--- src/rtl/programmable_sequence_detector_fsm_ctrl.sv ---
// Control FSM of the programmable sequence detector.
// Holds the programmed pattern and length. Each valid serial bit is compared
// against pattern[count_q], where count_q comes from an external position
// counter. This block drives that counter's enable and its active-low
// synchronous clear, and pulses `detected` when the full pattern matches.
module programmable_sequence_detector_fsm_ctrl #(
    parameter int unsigned SEQ_MAX_LEN = 8,
    parameter int unsigned CNT_W       = 4
) (
    input  logic                   clock,
    input  logic                   reset,
    input  logic                   load,
    input  logic [SEQ_MAX_LEN-1:0] load_pattern,
    input  logic [CNT_W-1:0]       load_length,
    input  logic                   bit_valid,
    input  logic                   bit_in,
    input  logic [CNT_W-1:0]       count_q,
    output logic                   counter_enable,
    output logic                   counter_resetnot_sync,
    output logic                   detected,
    output logic                   armed,
    output logic [7:0]             detect_count
);

    typedef enum logic {
        IDLE  = 1'b0,
        ARMED = 1'b1
    } state_t;

    localparam logic [CNT_W-1:0] MAX_LEN = CNT_W'(SEQ_MAX_LEN);

    state_t                 state_q, state_d;
    logic [SEQ_MAX_LEN-1:0] pattern_q;
    logic [CNT_W-1:0]       length_q, length_d;
    logic                   detected_q, detected_d;
    logic [7:0]             detect_count_q;

    logic                   pat_bit;
    logic                   in_range;
    logic                   last_pos;
    logic                   full_match;

    // Programmed length, clamped to the pattern register size
    assign length_d = (load_length > MAX_LEN) ? MAX_LEN : load_length;

    // Pattern bit at the current counter position; positions beyond the
    // pattern register read as 0 and are rejected by in_range anyway
    always_comb begin
        pat_bit = 1'b0;
        for (int unsigned i = 0; i < SEQ_MAX_LEN; i++) begin
            if (count_q == CNT_W'(i)) begin
                pat_bit = pattern_q[i];
            end
        end
    end

    assign in_range = (count_q < length_q);
    assign last_pos = (count_q == (length_q - CNT_W'(1)));

    // State register
    always_ff @(posedge clock or posedge reset) begin
        if (reset) begin
            state_q <= IDLE;
        end else begin
            state_q <= state_d;
        end
    end

    // Next-state logic: only a load moves between IDLE and ARMED
    always_comb begin
        state_d = state_q;
        if (load) begin
            state_d = (length_d != '0) ? ARMED : IDLE;
        end
    end

    // Counter control and match decode; load overrides any incoming bit
    always_comb begin
        counter_enable        = 1'b0;
        counter_resetnot_sync = 1'b0;
        full_match            = 1'b0;
        if (!load && (state_q == ARMED)) begin
            if (!bit_valid) begin
                counter_resetnot_sync = 1'b1;
            end else if (in_range && (bit_in == pat_bit)) begin
                if (last_pos) begin
                    full_match = 1'b1;
                end else begin
                    counter_enable        = 1'b1;
                    counter_resetnot_sync = 1'b1;
                end
            end else begin
                // Restart: the counter clears, then lands on 1 if this bit
                // can begin a fresh attempt
                counter_enable = (bit_in == pattern_q[0]);
            end
        end
    end

    assign detected_d = full_match;

    // Programmed pattern and length registers
    always_ff @(posedge clock or posedge reset) begin
        if (reset) begin
            pattern_q <= '0;
            length_q  <= '0;
        end else if (load) begin
            pattern_q <= load_pattern;
            length_q  <= length_d;
        end
    end

    // Detection pulse and saturating detection counter
    always_ff @(posedge clock or posedge reset) begin
        if (reset) begin
            detected_q     <= 1'b0;
            detect_count_q <= '0;
        end else begin
            detected_q <= detected_d;
            if (full_match && (detect_count_q != 8'hFF)) begin
                detect_count_q <= detect_count_q + 8'd1;
            end
        end
    end

    assign detected     = detected_q;
    assign detect_count = detect_count_q;
    assign armed        = (state_q == ARMED);

endmodule

--- config.mk ---
export PLATFORM = sky130hd
export DESIGN_NAME = programmable_sequence_detector_fsm_ctrl
export DESIGN_NICKNAME = d
export VERILOG_FILES = /design/src/rtl/programmable_sequence_detector_fsm_ctrl.sv
export SDC_FILE = /design/constraint.sdc
export NUM_CORES = 1
export LEC_CHECK = 0
export CAP_MARGIN = 25
export CORE_MARGIN = 4
export CORE_UTILIZATION = 48
export DETAILED_ROUTE_END_ITERATION = 10
export HOLD_SLACK_MARGIN = 0.12
export PLACE_DENSITY_LB_ADDON = 0.3
export SETUP_SLACK_MARGIN = 0.4
export SLEW_MARGIN = 20
export SYNTH_ARGS = -nofsm -noshare
export SYNTH_HDL_FRONTEND = slang
export SYNTH_SLANG_ARGS = --single-unit
--- constraint.sdc ---
create_clock -name clock -period 2.9 [get_ports clock]
set_input_delay 0.58 -clock clock [delete_from_list [all_inputs] [get_ports clock]]
set_output_delay 0.58 -clock clock [all_outputs]
set_load 0.005 [all_outputs]
# Word level (Yosys, flattened, before mapping)

Index checks and enable logic that the tools add are counted.
W data, S select, Z words.

Add/sub/neg operators: 2
Order comparisons: 2
Equality and inequality tests: 11
Mux-type cells: 21
Reductions and logical operators: 6

Operators with widths:

| cell                  | count |
|---|---|
| $mux W1               | 20 |
| $eq A4 B3 Y1 const B  | 4 |
| $add A8 B1 Y8 const B | 1 |
| $eq A4 B2 Y1 const B  | 2 |
| $ne A8 B8 Y1 const B  | 1 |
| $eq A4 B1 Y1 const B  | 1 |
| $eq A4 B4 Y1          | 1 |
| $gt A4 B4 Y1 const B  | 1 |
| $logic_not A4 Y1      | 1 |
| $lt A4 B4 Y1          | 1 |
| $mux W4               | 1 |
| $reduce_bool A4 Y1    | 1 |
| $sub A4 B1 Y4 const B | 1 |
| $logic_and A1 B1 Y1   | 3 |
| $eq A1 B1 Y1          | 2 |
| $logic_not A1 Y1      | 1 |

Bits in registers: 22
Input port bits: 21
Output and inout port bits: 12

# Depth between registers and ports, before layout

Gate-level depths: netlist of the first run.

Depth after elaboration: 15
Gate-level depth with buffers: 8
Mapped depth without buffers: 8

# Worst setup path before layout of the first run

No wires, ideal clock.

Path kind: input to register
Start point: in count_q[0]
End point: reg detect_count_q[1], in the netlist detect_count[1]
Arrival: 2.298 ns
Required time: 2.773 ns
Slack: 0.475 ns
Stages: 6
Path buffers: 0
Cells stage by stage: inv_1 ha_1 or4_4 a311oi_4 nor2b_4 mux2_1

Longest elaborated chain between the ends: 15
Elaborated cells between the ends (all ways): 25

Ends and longest elaborated chain:

| item                  | RTL line | RTL |
|---|---|---|
| start, declared       | 17       | `input logic [CNT_W-1:0] count_q,` |
| $logic_not A4 Y1      | 51       | `if (count_q == CNT_W'(i)) begin` |
| $mux W1 (8 in a row)  | 51       |  |
| $eq A1 B1 Y1          | 85       | `end else if (in_range && (bit_in == pat_bit)) begin` |
| $logic_and A1 B1 Y1   | 85       |  |
| $mux W1 *             | 85       |  |
| $mux W1 *             | 83       | `if (!bit_valid) begin` |
| $mux W1 *             | 82       | `if (!load && (state_q == ARMED)) begin` |
| $logic_and A1 B1 Y1 * | 120      | `if (full_match && (detect_count_q != 8'hFF)) begin` |
| end signal, assigned  | 121      | `detect_count_q <= detect_count_q + 8'd1;` |
| end, declared         | 36       | `logic [7:0] detect_count_q;` |

Every way passes the cells marked *; elsewhere a longest branch is shown, timed or not.
A chain may end at the register's enable or synchronous reset.

# Worst setup path in the final report of the first run

Start point: in count_q[1]
End point: out counter_enable

Longest elaborated chain between the ends: 14
Elaborated cells between the ends (all ways): 24

Ends and longest elaborated chain:

| item                 | RTL line | RTL |
|---|---|---|
| $logic_not A4 Y1     | 51       |  |
| $mux W1 (8 in a row) | 51       |  |
| $eq A1 B1 Y1         | 85       |  |
| $logic_and A1 B1 Y1  | 85       |  |
| $mux W1 *            | 85       |  |
| $mux W1 *            | 83       |  |
| $mux W1 *            | 82       |  |
| end, declared        | 18       | `output logic counter_enable,` |

Marked as above.

==> results of run 1 <==
==> Yosys cell counts, drive strengths merged (3+ instances only) <==
master,instances
and3,3
a21oi,4
xnor2,8
nor3b,3
inv,8
mux2,10
o22ai,3
ha,6
dfrtp,22
nand2,7
nand3,3
xor2,4
==> cell families after synthesis <==
| logic type | count (synthesis) | synth area share [%] |
|---|---|---|
| AO/OA/AOI/OAI | 13 | 8.26 |
| XOR/XNOR | 12 | 8.85 |
| multiplexers | 13 | 12.2 |
| AND/OR/NAND/NOR | 32 | 18.6 |
| adder cells (fa/ha/maj) | 6 | 5.90 |
| flip-flops | 22 | 43.3 |
| buffers and inverters | 10 | 2.95 |
==> area by class of cell <==
cell class	instances	area, um2
fill	193	661
tap	30	37.5
inverter	8	30.0
clock buffer	3	22.5
multi-input combinational	76	768
sequential	22	551
timing repair buffer	48	430
==> report_power, final <==
| group | internal (mW) | total (mW) | switching (mW) | leakage, nW |
|---|---|---|---|---|
| combinational | 0.120 | 0.211 | 0.0909 | 0.542 |
| sequential | 0.329 | 0.351 | 0.0220 | 0.281 |
| clock | 0.0483 | 0.134 | 0.0855 | 0.0138 |
| total | 0.497 | 0.696 | 0.198 | 0.837 |
==> sequential cells by signal (all words and copies together) (netlist names) <==
name          flops
pattern_q         8
detect_count      8
length_q          4
detected          1
armed             1
==> routing by layer <==
metal | part of all wire, % | up-vias | global-route usage [%]
met5 | 0 | - | 0
met2 | 55 | 17 | 31.8
met4 | 0.49 | 0 | 5.83
met1 | 41 | 502 | 22.1
met3 | 3.2 | 2 | 2.83
li1 | - | 481 | -
==> metrics by stage <==
step	power [mW]	setup slack, ps	std cells	hold WS, ps
floorplan	0.450	475	108	475
global placement	0.531	-507	180	473
detailed placement	0.541	-607	180	478
CTS	0.691	301	187	502
global route	0.735	272	187	528
finish	0.696	330	187	497
==> final timing paths <==
| check | from | endpoint | slack [ps] | cells after the start |
|---|---|---|---|---|
| worst min register to register | detect_count[4] | detect_count[4] | 500 | 1 |
| worst max register to register | length_q[0] | detect_count[1] | 370 | 9 |
| worst min-delay path | detect_count[4] | detect_count[4] | 500 | 1 |
| worst max-delay path | count_q[1] | counter_enable | 330 | 9 |
| min in group asynchronous | reset | detect_count[3] | 730 | 2 |
| max in group asynchronous | reset | length_q[2] | 1650 | 2 |
==> what timing repair did <==
action,CTS,global route
pin swaps,8,4
setup buffers,4,0
endpoints found under the setup margin,10,9
resized for setup,31,10
==> results.md, run 1 <==
* finished, final reports clean — result of the run
* 22 — total number of clock tree sinks
* 11.8 um2 — Avg Cell Area, Syn
* in -> out — type of the worst setup path
* 4.72 mm — global-route wire length before repair
* 0 — warning count from the yosys run
* 3 — clock buffer count from CTS
* built — CTS tree
* sky130_fd_sc_hd__mux4_2 — critical-path cell with the highest stage delay
* 2570 ps — Min Clock Period, post-route
* 59.5 um — die span in x
* 2320 ps — required time worst endpoint
* 135 — number of nets in the synthesized netlist
* 1001 — number of global-route vias before repair
* 2.25 mm — half-perimeter wire length of the detailed placement result
* yes — RSZ-0062 raised after global routing
* 108 — Post-Synthesis Cells
* primary input — Setup crit start kind
* 0.00354 mm2 — Total Die Area
* 5.36 — via-per-instance ratio
* 833 ps — slew at the pin with the worst max-slew slack
* 15.2 um — average wire per standard cell
* 300 ps — clock latency at the later pin of the worst-skew pair
* 0 — number of antenna violations at the first check in global routing
* 0 — GR Overflow Total
* 35.0% — share of layout cells above drive strength 1
* 43.3% — share of the yosys chip area belonging to registers
* 2.84 mm — Total Routed Length
* 0.389 GHz — upper clock frequency limit
* 26 x sky130_fd_sc_hd__clkdlybuf4s50_1, 22 x sky130_fd_sc_hd__dfrtp_1, 13 x sky130_fd_sc_hd__buf_4 — commonest cells after routing, fill and taps aside
* 0.00184 mm2 — post-route standard cell area excluding fillers
* 510 ps — worst stage delay on the critical path
* 1990 ps — data arrival time at the worst-slack endpoint
* 88.6% — ratio of final minimum period to clock period
* multiplexers — kind of cell adding the most delay to the critical path
* sky130_fd_sc_hd__clkdlybuf4s50_1 — most common cell after layout, fill and taps aside
* 27 — Detailed Route Iter0 Violations
* 0 — # diodes
* 43.3% — share of the synthesized area in the top cell type
* 38 — post-synth cell types
* 44.5% — area growth from synthesis to final layout
* 9.02 ps — largest clock skew in the final design
* reg -> reg — classification of the worst-slack hold path
* 33 — count of pins on the block boundary
* sky130_fd_sc_hd__dfrtp_1 — primary flip-flop cell chosen by synthesis mapping
* sky130_fd_sc_hd__dfrtp_1 — library cell with the largest summed area after synthesis
* 22 — flip-flop and latch count after synthesis
* 18 — number of cell rows
* 44.4% — slew margin rel.
* 59.5 um — die boundary height
* 0.00250 mm2 — area of the core
* 0.801 — placer congestion estimate
* 0 — Final setup viols
* 4 — number of detailed-route iterations in the first pass
* 2 — Clock Path Buffers
* 18.0% — global-route total usage across every layer
* 3 — number of buffer and inverter stages on the critical path
* 0 — CTS hold repair buffers
* 0.00171 mm2 — dpl cell area
* 4 — critical path fanouts, max
* 186 — Final Net Count
* 73.6% — final core utilization
* 0 — Max-cap violations
* 0.318 mV — Max VDD drop
* 0.837 nW — static power due to leakage
* 1002 — Vias
* 1 — H-tree depth
* 0 — DRC
* 120 ps — clk slew on worst S/H paths
* 378 mW/mm2 — Pwr Density
* 100% — share of synthesized flip-flops with an asynchronous set or reset
* 32 — Port Buf Inserts
* 23 — largest net degree at the start of global routing
* 50.9% — effective utilization at floorplan
* primary output — nature of the critical path endpoint
* 0 — final max-slew violation count
* 0.00127 mm2 — area of the mapped netlist
* clkbuf_4 -> mux4_2 -> nor2_2 -> buf_4 -> o21ai_4 -> nand3_4 -> nand2_1 -> a21oi_1 -> buf_2 — CP cell instances
* 0 — EDFF count, synth
* sky130_fd_sc_hd__dfrtp_1 43%, sky130_fd_sc_hd__mux2_2 7.1%, sky130_fd_sc_hd__ha_1 5.9% — synth top area cells
* 0 — number of failing hold endpoints at the final stage
* sky130_fd_sc_hd__clkbuf_4 — Clock Root Buffer
* 0 — count of antenna-violating nets left after detailed routing
* 0 ps — sum of negative setup slack
(Power assumes the default switching activity.)
==> run 2, diff against run 1 <==
--- a/config.mk
+++ b/config.mk
@@ -5,9 +5,10 @@
 export SDC_FILE = /design/constraint.sdc
 export NUM_CORES = 1
 export LEC_CHECK = 0
+export ABC_AREA = 1
 export CAP_MARGIN = 25
 export CORE_MARGIN = 4
-export CORE_UTILIZATION = 48
+export CORE_UTILIZATION = 49
 export DETAILED_ROUTE_END_ITERATION = 10
 export HOLD_SLACK_MARGIN = 0.12
 export PLACE_DENSITY_LB_ADDON = 0.3
==> results.md, run 2 <==
* 40.8% — slew margin rel., was 44.4%
* 22 — total number of clock tree sinks, unchanged
* sky130_fd_sc_hd__dfrtp_1 — library cell with the largest summed area after synthesis, unchanged
* 0 — Final setup viols, unchanged
* length_q[3] — reg-to-reg critical path startpoint, was length_q[0]
* 3.92 mm — Total Routed Length, was 2.84 mm
* 0 — number of failing hold endpoints at the final stage, unchanged
* 0 — warning count from the yosys run, unchanged
* 330 ps — clock latency at the later pin of the worst-skew pair, was 300 ps
* 61.0 um — die span in x, was 59.5 um
* 32 — Port Buf Inserts, unchanged
* 202 um — routed wl met3, was 92 um
* 0 — Max-cap violations, unchanged
* 0.00181 mm2 — dpl cell area, was 0.00171 mm2
* 0 — EDFF count, synth, unchanged
* 33 — count of pins on the block boundary, unchanged
* 3 — critical path fanouts, max, was 4
* built — CTS tree, unchanged
* 4 — number of detailed-route iterations in the first pass, unchanged
* 0.00138 mm2 — area of the mapped netlist, was 0.00127 mm2
* primary output — nature of the critical path endpoint, unchanged
* 0.00200 mm2 — post-route standard cell area excluding fillers, was 0.00184 mm2
* sky130_fd_sc_hd__nand2_1 — most common cell after layout, fill and taps aside, was sky130_fd_sc_hd__clkdlybuf4s50_1
* 434 mW/mm2 — Pwr Density, was 378 mW/mm2
* 40.0% — share of the yosys chip area belonging to registers, was 43.3%
* sky130_fd_sc_hd__clkbuf_4 — Clock Root Buffer, unchanged
* 0 — CTS hold repair buffers, unchanged
* 810 ps — flop-to-flop setup slack, was 370 ps
* 288 ps — setup ws final, was 330 ps
* 5.86 mm — global-route wire length before repair, was 4.72 mm
* 12 — worst-case reg-to-reg path depth, was 9
* yes — RSZ-0062 raised after global routing, unchanged
* 90.1% — ratio of final minimum period to clock period, was 88.6%
* 102 — Detailed Route Iter0 Violations, was 27
* 2 — WHS Path Cells, was 1
* 250 — Final Net Count, was 186
* 169 — Post-Synthesis Cells, was 108
* primary input — Setup crit start kind, unchanged
* 100% — share of synthesized flip-flops with an asynchronous set or reset, unchanged
* 270 ps — worst stage delay on the critical path, was 510 ps
* -318 ps — worst setup slack before clock tree synthesis, was -607 ps
* 23 — largest net degree at the start of global routing, unchanged
* 0 — DRC, unchanged
* 0 — GR Overflow Total, unchanged
* 45.3% — area growth from synthesis to final layout, was 44.5%
* 0.459 mV — Max VDD drop, was 0.318 mV
* 53.6% — effective utilization at floorplan, was 50.9%
* 8.14 um2 — Avg Cell Area, Syn, was 11.8 um2
* met4 — highest metal used, unchanged
* 3 — clock buffer count from CTS, unchanged
* in -> out — type of the worst setup path, unchanged
* dlygate4sd2_1 -> ha_2 -> a21o_1 -> a31oi_4 -> buf_4 -> buf_6 -> nand3_4 -> o21ai_2 -> a21oi_2 -> buf_2 — CP cell instances, was clkbuf_4 -> mux4_2 -> nor2_2 -> buf_4 -> o21ai_4 -> nand3_4 -> nand2_1 -> a21oi_1 -> buf_2
* 0.820 — placer congestion estimate, was 0.801
* 0.383 GHz — upper clock frequency limit, was 0.389 GHz
* 0 — count of antenna-violating nets left after detailed routing, unchanged
* sky130_fd_sc_hd__dlygate4sd2_1 — critical-path cell with the highest stage delay, was sky130_fd_sc_hd__mux4_2
* 61.0 um — die boundary height, was 59.5 um
* 2.49 mm — half-perimeter wire length of the detailed placement result, was 2.25 mm
* pattern_q[5] — endpoint of the worst hold path, was detect_count[4]
* 12.5 ps — largest clock skew in the final design, was 9.02 ps
* 22 — flip-flop and latch count after synthesis, unchanged
* 2 — Clock Path Buffers, unchanged
* sky130_fd_sc_hd__dfrtp_1 — primary flip-flop cell chosen by synthesis mapping, unchanged
* sky130_fd_sc_hd__dfrtp_1 40%, sky130_fd_sc_hd__nand2_1 11%, sky130_fd_sc_hd__inv_1 7.6% — synth top area cells, was sky130_fd_sc_hd__dfrtp_1 43%, sky130_fd_sc_hd__mux2_2 7.1%, sky130_fd_sc_hd__ha_1 5.9%
* 0 — number of antenna violations at the first check in global routing, unchanged
* 2030 ps — data arrival time at the worst-slack endpoint, was 1990 ps
* 15.5 um — average wire per standard cell, was 15.2 um
* 261 uW — switching component of the power, was 198 uW
* 1351 — number of global-route vias before repair, was 1001
* 28.3% — power share of the clock group, was 19.2%
* sky130_fd_sc_hd__nand2_1 — dominant cell by count in the synthesized netlist, was sky130_fd_sc_hd__dfrtp_1
* 2610 ps — Min Clock Period, post-route, was 2570 ps
* 0.972 nW — static power due to leakage, was 0.837 nW
* reg -> reg — classification of the worst-slack hold path, unchanged
* 1.59 mm — Met1 Wirelength, was 1.17 mm
* 26.6% — share of layout cells above drive strength 1, was 35.0%
* 0 — # diodes, unchanged
* 42 x sky130_fd_sc_hd__nand2_1, 26 x sky130_fd_sc_hd__clkdlybuf4s50_1, 23 x sky130_fd_sc_hd__inv_1 — commonest cells after routing, fill and taps aside, was 26 x sky130_fd_sc_hd__clkdlybuf4s50_1, 22 x sky130_fd_sc_hd__dfrtp_1, 13 x sky130_fd_sc_hd__buf_4
* 0.00372 mm2 — Total Die Area, was 0.00354 mm2
* 1326 — Vias, was 1002
* 0 — final max-slew violation count, unchanged
* 887 ps — slew at the pin with the worst max-slew slack, was 833 ps
* 20.7% — global-route total usage across every layer, was 18.0%
* 5.26 — via-per-instance ratio, was 5.36
* 130 ps — clk slew on worst S/H paths, was 120 ps
* 2320 ps — required time worst endpoint, about the same
* 252 — count of non-filler cells in the finished layout, was 187
* 606 uW — P_int, was 497 uW
* 2.02 mm — Detail Route met2 WL, was 1.57 mm
* 0.00257 mm2 — area of the core, was 0.00250 mm2
* 1 — H-tree depth, unchanged
* 40.2% — Reg power frac, was 50.4%
* 196 — number of nets in the synthesized netlist, was 135
* detect_count[3] — Reg2Reg Capture Point, was detect_count[1]
* 31.5% — combinational share of power, was 30.4%
* 240 — Cell Count Post-Placement, was 180
* 42 x sky130_fd_sc_hd__nand2_1, 28 x sky130_fd_sc_hd__inv_1, 22 x sky130_fd_sc_hd__dfrtp_1 — leading cell types by count after synthesis, was 22 x sky130_fd_sc_hd__dfrtp_1, 8 x sky130_fd_sc_hd__inv_1, 8 x sky130_fd_sc_hd__mux2_2
* 40.0% — share of the synthesized area in the top cell type, was 43.3%
* 30.1% — fraction of power spent switching nets, was 28.5%
* 18 — number of cell rows, unchanged
* 31 — post-synth cell types, was 38
* finished, final reports clean — result of the run, unchanged
* pattern_q[5] — Hold Startpoint, was detect_count[4]
## run 2: cell count changes in the layout (fill, tap and decap cells not counted), sizes merged, moves of 3 or more
cell / delta
nand2: +37
inv: +22
o21ai: +11
mux2: -10
nand4: +9
nand3: +7
nor2: +6
xnor2: -5
and3: -3
buf: +3
o22ai: -3
## run 2: how the worst max path moves through the flow
| stage | endpoint | slack [ps] | cells after the start | startpoint |
|---|---|---|---|---|
| floorplan | counter_resetnot_sync | 590 | 7 | count_q[3] |
| CTS | counter_enable | 360 | 11 | length_q[1] |
| finish | counter_enable | 290 | 10 | count_q[2] |
| global placement | counter_enable | -210 | 10 | count_q[1] |
| detailed placement | counter_enable | -320 | 10 | count_q[0] |
| global route | counter_enable | 240 | 10 | length_q[1] |
## run 2: final cells by class
class | instances | area [um2]
clock inverters | 1 | 30.0
fillers | 164 | 569
well taps | 30 | 37.5
flip-flops and latches | 22 | 551
repair buffers | 51 | 450
inverters | 31 | 116
clock buffers | 3 | 22.5
multi-input cells | 114 | 791
## run 2: power groups by stage
stage | registers, mW | logic [mW] | clock network, mW
floorplan | 0.352 | 0.114 | 0
global placement | 0.354 | 0.204 | 0
detailed placement | 0.354 | 0.215 | 0
CTS | 0.348 | 0.233 | 0.248
global route | 0.353 | 0.297 | 0.258
finish | 0.349 | 0.273 | 0.245
## run 2: per-layer routing
layer	vias to the layer above	track usage, %
li1	646	-
met1	613	26.9
met2	53	36.2
met3	14	2.98
met4	0	5.26
met5	-	0
## run 2: cell families after synthesis
logic type | synth area share [%]
AND/OR/NAND/NOR | 31.2
XOR/XNOR | 5.73
AO/OA/AOI/OAI | 8.55
flip-flops | 40.0
adder cells (fa/ha/maj) | 5.46
buffers and inverters | 9.01
## run 2: per-stage QoR
stage	power [mW]	util (%)	hold WS [ps]	TNS, ps
after floorplan	0.466	-	487	0
after global placement	0.557	70.4	486	-416
after detailed placement	0.569	70.4	504	-537
after CTS	0.830	74.7	536	0
after global routing	0.908	77.8	553	0
final	0.867	77.8	537	0
## run 2: worst max-delay path, delay by kind of cell
| kind | cells | cell delay, ps |
|---|---|---|
| AND/OR/NAND/NOR | 1 | 80 |
| adder cells (fa/ha/maj) | 1 | 180 |
| AO/OA/AOI/OAI | 4 | 560 |
| buffers and inverters | 4 | 630 |
## run 2: what timing repair did
action / in CTS / in global routing
pin swaps: 10 / 3
resized for setup: 24 / 11
hold endpoints to repair: 0 / 0
setup buffers: 6 / 2
setup endpoints to repair: 2 / 2
